--- config.mk ---
export PLATFORM = sky130hd
export DESIGN_NAME = timer_ctrl
export DESIGN_NICKNAME = d
export VERILOG_FILES = /design/src/rtl/timer_ctrl_pkg.sv /design/src/rtl/timer_core.sv /design/src/rtl/timer_ctrl.sv
export SDC_FILE = /design/constraint.sdc
export NUM_CORES = 1
export LEC_CHECK = 0
export ABC_AREA = 1
export CAP_MARGIN = 20
export CORE_ASPECT_RATIO = 2
export CORE_MARGIN = 8
export CORE_UTILIZATION = 45
export CTS_CLUSTER_SIZE = 40
export DETAILED_ROUTE_END_ITERATION = 12
export GPL_ROUTABILITY_DRIVEN = 0
export PLACE_DENSITY = 0.69
export SYNTH_ARGS = -nofsm -noshare
export SYNTH_HDL_FRONTEND = slang
export SYNTH_SLANG_ARGS = --single-unit
--- constraint.sdc ---
create_clock -name clk_i -period 1.7 [get_ports clk_i]
set_input_delay 0.34 -clock clk_i [delete_from_list [all_inputs] [get_ports clk_i]]
set_output_delay 0.34 -clock clk_i [all_outputs]
set_load 0.02 [all_outputs]
--- src/rtl/timer_ctrl_pkg.sv ---
`default_nettype none
// ============================================================================
//  Module      : timer_ctrl_pkg
//  Description : Shared opcodes, FSM state and mode encodings for timer_ctrl.
//  Revision    : 1.0 - initial release
// ============================================================================
package timer_ctrl_pkg;

  localparam logic [2:0] c_op_nop            = 3'd0;
  localparam logic [2:0] c_op_load_cnt       = 3'd1;
  localparam logic [2:0] c_op_load_cmp       = 3'd2;
  localparam logic [2:0] c_op_load_pre       = 3'd3;
  localparam logic [2:0] c_op_start_oneshot  = 3'd4;
  localparam logic [2:0] c_op_start_periodic = 3'd5;
  localparam logic [2:0] c_op_pause          = 3'd6;
  localparam logic [2:0] c_op_stop           = 3'd7;

  typedef enum logic [1:0] {
    ST_IDLE  = 2'd0,
    ST_RUN   = 2'd1,
    ST_PAUSE = 2'd2,
    ST_DONE  = 2'd3
  } state_t;

  typedef enum logic {
    MODE_ONESHOT  = 1'b0,
    MODE_PERIODIC = 1'b1
  } mode_t;

endpackage
`default_nettype wire

--- src/rtl/timer_core.sv ---
`default_nettype none
// ============================================================================
//  Module      : timer_core
//  Description : Counting datapath: clear / load / increment with a
//                combinational compare against the match value.
//  Revision    : 1.0 - initial release
// ============================================================================
module timer_core #(
  parameter int WIDTH = 8
) (
  input  logic             clk_i,
  input  logic             nrst_i,
  input  logic             tick,
  input  logic             clr,
  input  logic             load,
  input  logic [WIDTH-1:0] load_val,
  input  logic [WIDTH-1:0] cmp,
  output logic [WIDTH-1:0] cnt,
  output logic             at_cmp
);

  logic [WIDTH-1:0] r_cnt;

  // Count register: clear beats load beats increment.
  always_ff @(posedge clk_i) begin
    if (!nrst_i) begin
      r_cnt <= '0;
    end else if (clr) begin
      r_cnt <= '0;
    end else if (load) begin
      r_cnt <= load_val;
    end else if (tick) begin
      r_cnt <= r_cnt + 1'b1;
    end
  end

  assign cnt    = r_cnt;
  assign at_cmp = (r_cnt == cmp);

endmodule
`default_nettype wire

--- src/rtl/timer_ctrl.sv ---
`default_nettype none
// ============================================================================
//  Module      : timer_ctrl
//  Description : Command-driven timer controller (one-shot / periodic,
//                pause/resume, compare match). Optional prescaler is built
//                when TIMER_CTRL_PRESCALER_EN is defined.
//  Revision    : 1.0 - initial release
// ============================================================================
module timer_ctrl
  import timer_ctrl_pkg::*;
#(
  parameter int WIDTH = 8
) (
  input  logic             clk_i,
  input  logic             nrst_i,
  input  logic             cmd_valid_i,
  output logic             cmd_ready_o,
  input  logic [2:0]       cmd_i,
  input  logic [WIDTH-1:0] data_i,
  output logic [WIDTH-1:0] cnt_o,
  output logic             match_o,
  output logic [1:0]       state_o,
  output logic             err_o
);

  state_t           r_state, w_state_nxt;
  mode_t            r_mode, w_mode_nxt;
  logic             r_pend;
  logic [2:0]       r_pend_cmd;
  logic [WIDTH-1:0] r_pend_data;
  logic [WIDTH-1:0] r_cmp;
  logic             r_err, w_err_nxt;
  logic             r_match, w_match_nxt;
  logic             w_tick;
  logic             w_at_cmp;
  logic             w_core_tick, w_core_clr, w_core_load;
  logic             w_cmp_wr;
  logic [WIDTH-1:0] w_cnt;

`ifdef TIMER_CTRL_PRESCALER_EN
  logic [WIDTH-1:0] r_pre, r_pre_cnt;
  logic             w_pre_wr, w_pre_clr;

  assign w_tick = (r_state == ST_RUN) && (r_pre_cnt == r_pre);

  // Prescaler: wraps at pre while running, holds otherwise, cleared on restart.
  always_ff @(posedge clk_i) begin
    if (!nrst_i) begin
      r_pre     <= '0;
      r_pre_cnt <= '0;
    end else begin
      if (w_pre_wr) begin
        r_pre <= r_pend_data;
      end
      if (w_pre_clr) begin
        r_pre_cnt <= '0;
      end else if (r_state == ST_RUN) begin
        r_pre_cnt <= (r_pre_cnt == r_pre) ? '0 : r_pre_cnt + 1'b1;
      end
    end
  end
`else
  assign w_tick = (r_state == ST_RUN);
`endif

  // Next-state and datapath control; an executing command masks the tick.
  always_comb begin
    w_state_nxt = r_state;
    w_mode_nxt  = r_mode;
    w_err_nxt   = r_err;
    w_match_nxt = 1'b0;
    w_core_tick = 1'b0;
    w_core_clr  = 1'b0;
    w_core_load = 1'b0;
    w_cmp_wr    = 1'b0;
`ifdef TIMER_CTRL_PRESCALER_EN
    w_pre_wr    = 1'b0;
    w_pre_clr   = 1'b0;
`endif
    if (r_pend) begin
      case (r_pend_cmd)
        c_op_load_cnt: begin
          if (r_state == ST_RUN) w_err_nxt = 1'b1;
          else                   w_core_load = 1'b1;
        end
        c_op_load_cmp: w_cmp_wr = 1'b1;
        c_op_load_pre: begin
`ifdef TIMER_CTRL_PRESCALER_EN
          w_pre_wr  = 1'b1;
          w_pre_clr = 1'b1;
`endif
        end
        c_op_start_oneshot, c_op_start_periodic: begin
          w_mode_nxt  = (r_pend_cmd == c_op_start_periodic) ? MODE_PERIODIC : MODE_ONESHOT;
          w_core_clr  = (r_state == ST_DONE);
          w_state_nxt = ST_RUN;
`ifdef TIMER_CTRL_PRESCALER_EN
          w_pre_clr   = 1'b1;
`endif
        end
        c_op_pause: begin
          if (r_state == ST_RUN) w_state_nxt = ST_PAUSE;
        end
        c_op_stop: begin
          w_state_nxt = ST_IDLE;
          w_core_clr  = 1'b1;
          w_err_nxt   = 1'b0;
`ifdef TIMER_CTRL_PRESCALER_EN
          w_pre_clr   = 1'b1;
`endif
        end
        default: ;
      endcase
    end else if (w_tick) begin
      if (w_at_cmp) begin
        w_match_nxt = 1'b1;
        if (r_mode == MODE_PERIODIC) w_core_clr  = 1'b1;
        else                         w_state_nxt = ST_DONE;
      end else begin
        w_core_tick = 1'b1;
      end
    end
  end

  // State, command register and control flags.
  always_ff @(posedge clk_i) begin
    if (!nrst_i) begin
      r_state     <= ST_IDLE;
      r_mode      <= MODE_ONESHOT;
      r_pend      <= 1'b0;
      r_pend_cmd  <= c_op_nop;
      r_pend_data <= '0;
      r_cmp       <= '0;
      r_err       <= 1'b0;
      r_match     <= 1'b0;
    end else begin
      r_state <= w_state_nxt;
      r_mode  <= w_mode_nxt;
      r_err   <= w_err_nxt;
      r_match <= w_match_nxt;
      r_pend  <= cmd_valid_i && !r_pend;
      if (cmd_valid_i && !r_pend) begin
        r_pend_cmd  <= cmd_i;
        r_pend_data <= data_i;
      end
      if (w_cmp_wr) begin
        r_cmp <= r_pend_data;
      end
    end
  end

  timer_core #(
    .WIDTH (WIDTH)
  ) u_core (
    .clk_i    (clk_i),
    .nrst_i   (nrst_i),
    .tick     (w_core_tick),
    .clr      (w_core_clr),
    .load     (w_core_load),
    .load_val (r_pend_data),
    .cmp      (r_cmp),
    .cnt      (w_cnt),
    .at_cmp   (w_at_cmp)
  );

  assign cmd_ready_o = !r_pend;
  assign cnt_o       = w_cnt;
  assign match_o     = r_match;
  assign state_o     = r_state;
  assign err_o       = r_err;

endmodule
`default_nettype wire
# Word-level counts from Yosys, hierarchy flattened
# Index checks and enable logic that the tools add are counted.
# op_classes
addsub	1
eq_ne	13
mux	25
n_bitwise	2
reduce_logical	12
# ops
operator	n
8-bit 2-to-1 mux	2
1-bit 2-to-1 mux	15
3-bit == test, second input constant	4
2-bit 2-to-1 mux	5
8-bit by 1-bit adder with 8-bit output, second input constant	1
8-bit == test	1
2-bit nonzero test	4
2-bit case mux with 3 select lines	1
5-bit AND reduction	1
2-bit != test, second input constant	2
4-bit by 1-bit != test with 1-bit output, second input constant	1
1-bit case mux with 2 select lines	2
2-bit OR reduction	2
3-bit by 1-bit == test with 1-bit output, second input constant	1
3-bit by 2-bit == test with 1-bit output, second input constant	1
3-bit AND reduction	1
3-bit OR reduction	1
2-bit by 1-bit == test with 1-bit output, second input constant	1
2-bit == test, second input constant	1
2-bit by 1-bit != test with 1-bit output, second input constant	1
1-bit NOT	2
2-bit AND reduction	1
1-bit logical AND	1
1-bit zero test	1
# word_totals
register_bits	33
input_bits	14
out_inout_bits	13
word_cells	62

# Longest topological paths before layout
# Gate-level depths: netlist (run 1).
# depth
ltp_word	6
depth_mapped	11

# By module
# A second synthesis (run 1) with hierarchy kept.
# hier_totals
hier_cells	219
area_unflattened_um2	1589.0
# modules_own_cells
mod	n_inst	cells_each	area_per_inst_um2	seq_area_each_um2
timer_ctrl	1	131	978.4	500.5
timer_core	1	88	610.6	160.2

# Worst setup path after synthesis (run 1)
# OpenSTA, ideal clock, no wires.
# synth_timing
path_type	reg2reg
start	register u_core.r_cnt[3] (netlist: u_core.cnt[3])
end	register u_core.r_cnt[0] (netlist: u_core.cnt[0])
setup_ns	0.111
t_arrival_ns	1.290
t_required_ns	1.589
setup_slack_ns	0.299
path_stages_with_launch	9
path_buffers	0
period_less_slack_ns	1.401
cell_sequence	dfxtp_1 > xnor2_1 > nand2_1 > nor2_1 > nand2_4 > o21ai_4 > inv_2 > nand2_1 > nor2_1
# synth_between
elab_chain_cells	5
# synth_rtl
item	line_no	rtl
from (decl)	timer_core.sv:22	logic [WIDTH-1:0] r_cnt;
from (signal assigned)	timer_core.sv:31	r_cnt <= load_val;
from (signal assigned)	timer_core.sv:33	r_cnt <= r_cnt + 1'b1;
8-bit == test *	timer_core.sv:38	assign at_cmp = (r_cnt == cmp);
1-bit 2-to-1 mux	timer_ctrl.sv:115	if (w_at_cmp) begin
1-bit 2-to-1 mux	timer_ctrl.sv:114	end else if (w_tick) begin
1-bit 2-to-1 mux	timer_ctrl.sv:80	if (r_pend) begin
2-bit nonzero test (no source line) or 2-bit OR reduction (tied branches)	n/a	
# Mark *: on every way between the ends. The rest lies on a longest branch, timed or not.
# A chain may end at the register's enable or synchronous reset.

# Final worst setup path (run 1)
# layout_timing
start	register r_state[0] (netlist: state_o[0])
end	output port state_o[0]
# layout_rtl
item	line_no	rtl
from (decl)	timer_ctrl.sv:26	state_t r_state, w_state_nxt;
from (signal assigned)	timer_ctrl.sv:137	r_state <= w_state_nxt;
to (decl)	timer_ctrl.sv:22	output logic [1:0] state_o,
# No word-level cell between the ends.

==> flow_results.org, run 1 <==
** Logic synthesis
- After synthesis, the share of cell area in mux cells is 0.
- Cell taking the most area after synthesis :: sky130_fd_sc_hd__dfxtp_1
- Yosys warnings :: 0
- Top FF cell, synth :: sky130_fd_sc_hd__dfxtp_1
- Of the total synthesized cell area, the portion taken by full adders, half adders and majority gates is 0.00739.
- Cell Area, Synth :: 1690 µm²
- Fraction of post-synthesis cell area in the top cell type by area :: 0.390
- Counting every net in the synthesized netlist gives 249.
- Of all flip-flops after synthesis, the portion carrying an async set or reset was 0.
- Counting every instance in the synthesized netlist gives about 230.
- Largest cells by area after synthesis :: sky130_fd_sc_hd__dfxtp_1 (39%), sky130_fd_sc_hd__nand2_1 (9.5%), sky130_fd_sc_hd__nor2_1 (8.6%)
- Simple-gate share of the synthesized area :: 0.359
- Post-synthesis sequential element count :: 33
- Xor-xnor portion of the synthesized cell area :: 0.0362
- The synthesized design contains 0 enable-type register cells.
- The compound-gate portion of the synthesized area was 0.140.
- Each instance of the synthesized netlist takes up on average 7.23 µm².
- Sequential cell area fraction in the yosys report :: 0.390
- In this run, distinct cell masters in the synthesized netlist total 31.
- Largest family of logic cells by synthesized area :: simple AND/OR/NAND/NOR gates

** Run
- Number of maximum-capacitance constraint violations :: 0

** Global route
- For this run, global-route usage on met1 was measured as 0.137.
- Number of antenna violations at the first check in global routing :: 0
- The first global-routing pass estimated 7110 µm of wire.
- For this run, the total global-route usage over all layers was measured as 0.151.
- For met2 alone, demand over resource in global routing was 0.295.
- M3 GR Usage :: 0.0325
- Largest net degree at the start of global routing :: 19
- met2 is the most crowded layer.
- Via count of the first global-routing pass :: 1651
- Total congestion overflow :: 0

** Pwr
- IR analysis of the VDD net gives a maximum drop of 0.693 mV.
- The analysis attributes to cell leakage a power of between 0.9 and 1 nW.
- In this run the power density over the cells is 886 nW/µm².

** Worst setup path
- Data required time of the worst path :: 1.36 ns
- For this run, the slowest stage of the critical path takes 0.63 ns.
- In this run the worst path has a maximum fanout of 3.
- The cell family contributing the most delay on the critical path is buffers and inverters.
- Series of cell instances along the critical path :: clkdlybuf4s50_1
- STA classifies the critical path endpoint as a primary output.
- Flop-to-flop setup slack :: approximately 0.23 ns
- CP Buf/Inv Count :: 1
- STA classifies the critical path startpoint as a flop.
- On the critical path, the stage with the largest delay is an instance of sky130_fd_sc_hd__clkdlybuf4s50_1.
- CP Class :: flop to primary output
- Data on the critical path arrives at its endpoint at around 1.3 ns.

** STA
- The final hold violation count was 0.
- Hold is met by 0.475 ns.
- Final worst setup slack :: 0.0646 ns
- Transition time at the pin with the least slew margin :: 0.267 ns
- The max-slew violation count came to 0.
- Headroom to the max-slew limit came out at 0.822.
- Of the available clock period, the critical path in the final layout requires 0.962.
- Unrepaired setup endpoints after global routing :: false
- Max Fclk :: between 0.6 and 0.7 GHz
- For the finished layout, the period the worst path requires is 1.64 ns.
- Setup violations remaining at the end of the flow were counted as 0.
- Clock skew on the completed layout was measured at just over 0.003 ns.
- Setup Total Neg Slack :: 0 ns

** Finish
- In the final layout, flip-flops and latches occupy around 660 µm².
- Post-layout instance area :: 2140 µm²
- Area taken by multi-input logic gates :: 918 µm²
- Synthesis-to-finish area growth :: 26.3%
- At the end of the flow, the number of nets in the layout was approximately 280.
- Ratio of cells with drive above 1 in the final layout :: 0.141
- The number of antenna diodes in the final layout is 0.
- Number of fill cells :: 367

** Floorplanning
- Total Die Area :: around 6000 µm²
- Die boundary width :: 59.4 µm
- Standard-cell rows :: 31
- 27 I/O pins were placed.
- The initial utilization of the core area, before any placement, comes to 0.469.
- The floorplan step set the die height to 103 µm.
- The region available for standard cell placement spans 3610 µm².

** Clock tree
- Number of buffers added by the clock tree synthesis step :: 5
- CTS saw 33 sinks.
- Library cell used as clock root buffer :: sky130_fd_sc_hd__clkbuf_8
- Clock tree from TritonCTS :: yes
- The later pin in the worst-skew pair is clocked with a latency of 0.28 ns.
- The longest clock path from root to sink contains 2 buffers.
- Post-cts hold buffer count :: 0
- H-Tree Depth :: 2
- In this run the post-CTS setup repair buffer count came out at 0.
- Clk slew on worst S/H paths :: around 0.07 ns

** Status
- Run status :: finished, final reports clean

** Route
- Routed wirelength normalized by instance count :: approximately 13 µm
- Via-per-instance ratio :: 4.95
- The detail route stage leaves a number of antenna-violating nets equal to 0.
- For this block, the routed nets add up to 4040 µm of wire.
- The detailed router finished its first iteration with 17 violations.
- Via count :: between 1.5k and 2k
- The first TritonRoute pass finished after 4 iterations.
- DRC viols :: 0

** Placement
- In this run the cell area measured after placement is 2040 µm².
- Number of buffers inserted by port buffering :: 26
- The wire-length estimate of the detail-placed layout is about 3200 µm.
- Prior to clock tree synthesis, the placed netlist has a worst setup slack of 0.174 ns.

** Worst hold path
- In this run the worst hold path is classified as flop to flop.
-- worst paths after layout --
kind	cells past startpoint	endpoint	startpoint
hold reg to reg	2	r_cmp[0]	r_cmp[0]
hold / removal	2	r_cmp[0]	r_cmp[0]
setup reg to reg	8	u_core.cnt[0]	u_core.cnt[4]
setup / recovery	1	state_o[0]	state_o[0]
-- layout make-up --
class	instances	share of cell area
tap	49	0.0287
multi-input combinational	173	0.429
inverter	23	0.0404
clock inverter	1	0.00234
timing repair buffer	33	0.145
sequential	33	0.309
clock buffer	7	0.0451
-- placed cells by master, fill, tap and decap left out, types with 2 or more instances in the layout --
master	count
sky130_fd_sc_hd__nor2_8	2
sky130_fd_sc_hd__nand3_1	20
sky130_fd_sc_hd__inv_1	13
sky130_fd_sc_hd__nand2_1	43
sky130_fd_sc_hd__nand2_4	3
sky130_fd_sc_hd__a21oi_1	15
sky130_fd_sc_hd__xor2_1	2
sky130_fd_sc_hd__o21ai_1	12
sky130_fd_sc_hd__dfxtp_1	33
sky130_fd_sc_hd__nand4_1	5
sky130_fd_sc_hd__nor3_1	2
sky130_fd_sc_hd__buf_4	7
sky130_fd_sc_hd__dlymetal6s2s_1	2
sky130_fd_sc_hd__clkdlybuf4s50_1	18
sky130_fd_sc_hd__xnor2_1	5
sky130_fd_sc_hd__clkbuf_8	7
sky130_fd_sc_hd__nor2_1	39
sky130_fd_sc_hd__dlygate4sd2_1	6
sky130_fd_sc_hd__inv_2	10
sky130_fd_sc_hd__nand3_4	2
sky130_fd_sc_hd__o21ai_0	12
-- cells in the mapped netlist (2+ instances only) --
cell type	instances
sky130_fd_sc_hd__o21ai_0	12
sky130_fd_sc_hd__o21ai_1	12
sky130_fd_sc_hd__xnor2_1	5
sky130_fd_sc_hd__nor3_1	2
sky130_fd_sc_hd__nand3_1	20
sky130_fd_sc_hd__xor2_1	2
sky130_fd_sc_hd__clkbuf_1	2
sky130_fd_sc_hd__nand4_1	5
sky130_fd_sc_hd__dfxtp_1	33
sky130_fd_sc_hd__nand3_4	2
sky130_fd_sc_hd__inv_2	10
sky130_fd_sc_hd__nand2_4	3
sky130_fd_sc_hd__nor2_8	2
sky130_fd_sc_hd__nor2_1	39
sky130_fd_sc_hd__nand2_1	43
sky130_fd_sc_hd__a21oi_1	15
sky130_fd_sc_hd__inv_1	13
-- kinds of logic after synthesis --
group,after synthesis
xor+xnor,7
fa+ha+maj,1
buf+inv,28
compound gates,43
flops,33
simple gates,122
-- where the power goes --
group | leakage [nW] | internal [mW] | switching (mW)
registers | 0.270 | 0.820 | 0.0475
clock network | 0.0542 | 0.366 | 0.289
logic | 0.660 | 0.150 | 0.221
-- repair_timing --
| item | 4_1_cts | 5_1_grt |
|---|---|---|
| pin swaps | 0 | 0 |
| setup endpoints to repair | 6 | 2 |
| gates resized for setup | 6 | 2 |
-- per-stage QoR --
step                       util  power (mW)  cells
after global routing      0.593        1.99    319
after CTS                 0.591        1.91    319
after floorplan               -        1.13    234
final                     0.593        1.89    319
after detailed placement  0.565        1.27    311
after global placement    0.565        1.26    311
-- flip-flops by register name, summed over array words and instances (netlist names) --
signal       flops
r_cmp            8
r_pend_data      8
u_core.cnt       8
err_o            1
state_o          2
match_o          1
r_pend_cmd       3
r_pend           1
r_mode           1
-- worst reg2reg max path, delay by kind of cell, from the launching register on --
family                 cells  cell delay [ns]
flip-flops                 1             0.46
AND/OR/NAND/NOR            5             0.46
AO/OA/AOI/OAI              1             0.22
XOR/XNOR                   1             0.16
buffers and inverters      1             0.08
-- metal layers --
metal | up-vias | share of wire
met5 | - | 0
met4 | 0 | 0.021
met3 | 7 | 0.024
met2 | 26 | 0.58
met1 | 715 | 0.38
li1 | 832 | -
(Power assumes the default switching activity.)
==> run 2, diff against run 1 <==
--- a/config.mk
+++ b/config.mk
@@ -14,6 +14,8 @@
 export DETAILED_ROUTE_END_ITERATION = 12
 export GPL_ROUTABILITY_DRIVEN = 0
 export PLACE_DENSITY = 0.69
+export SLEW_MARGIN = 30
 export SYNTH_ARGS = -nofsm -noshare
 export SYNTH_HDL_FRONTEND = slang
 export SYNTH_SLANG_ARGS = --single-unit
+export TNS_END_PERCENT = 1
==> results of run 2 <==
No change in the layout: final DEF, timing and power equal those of run 1.
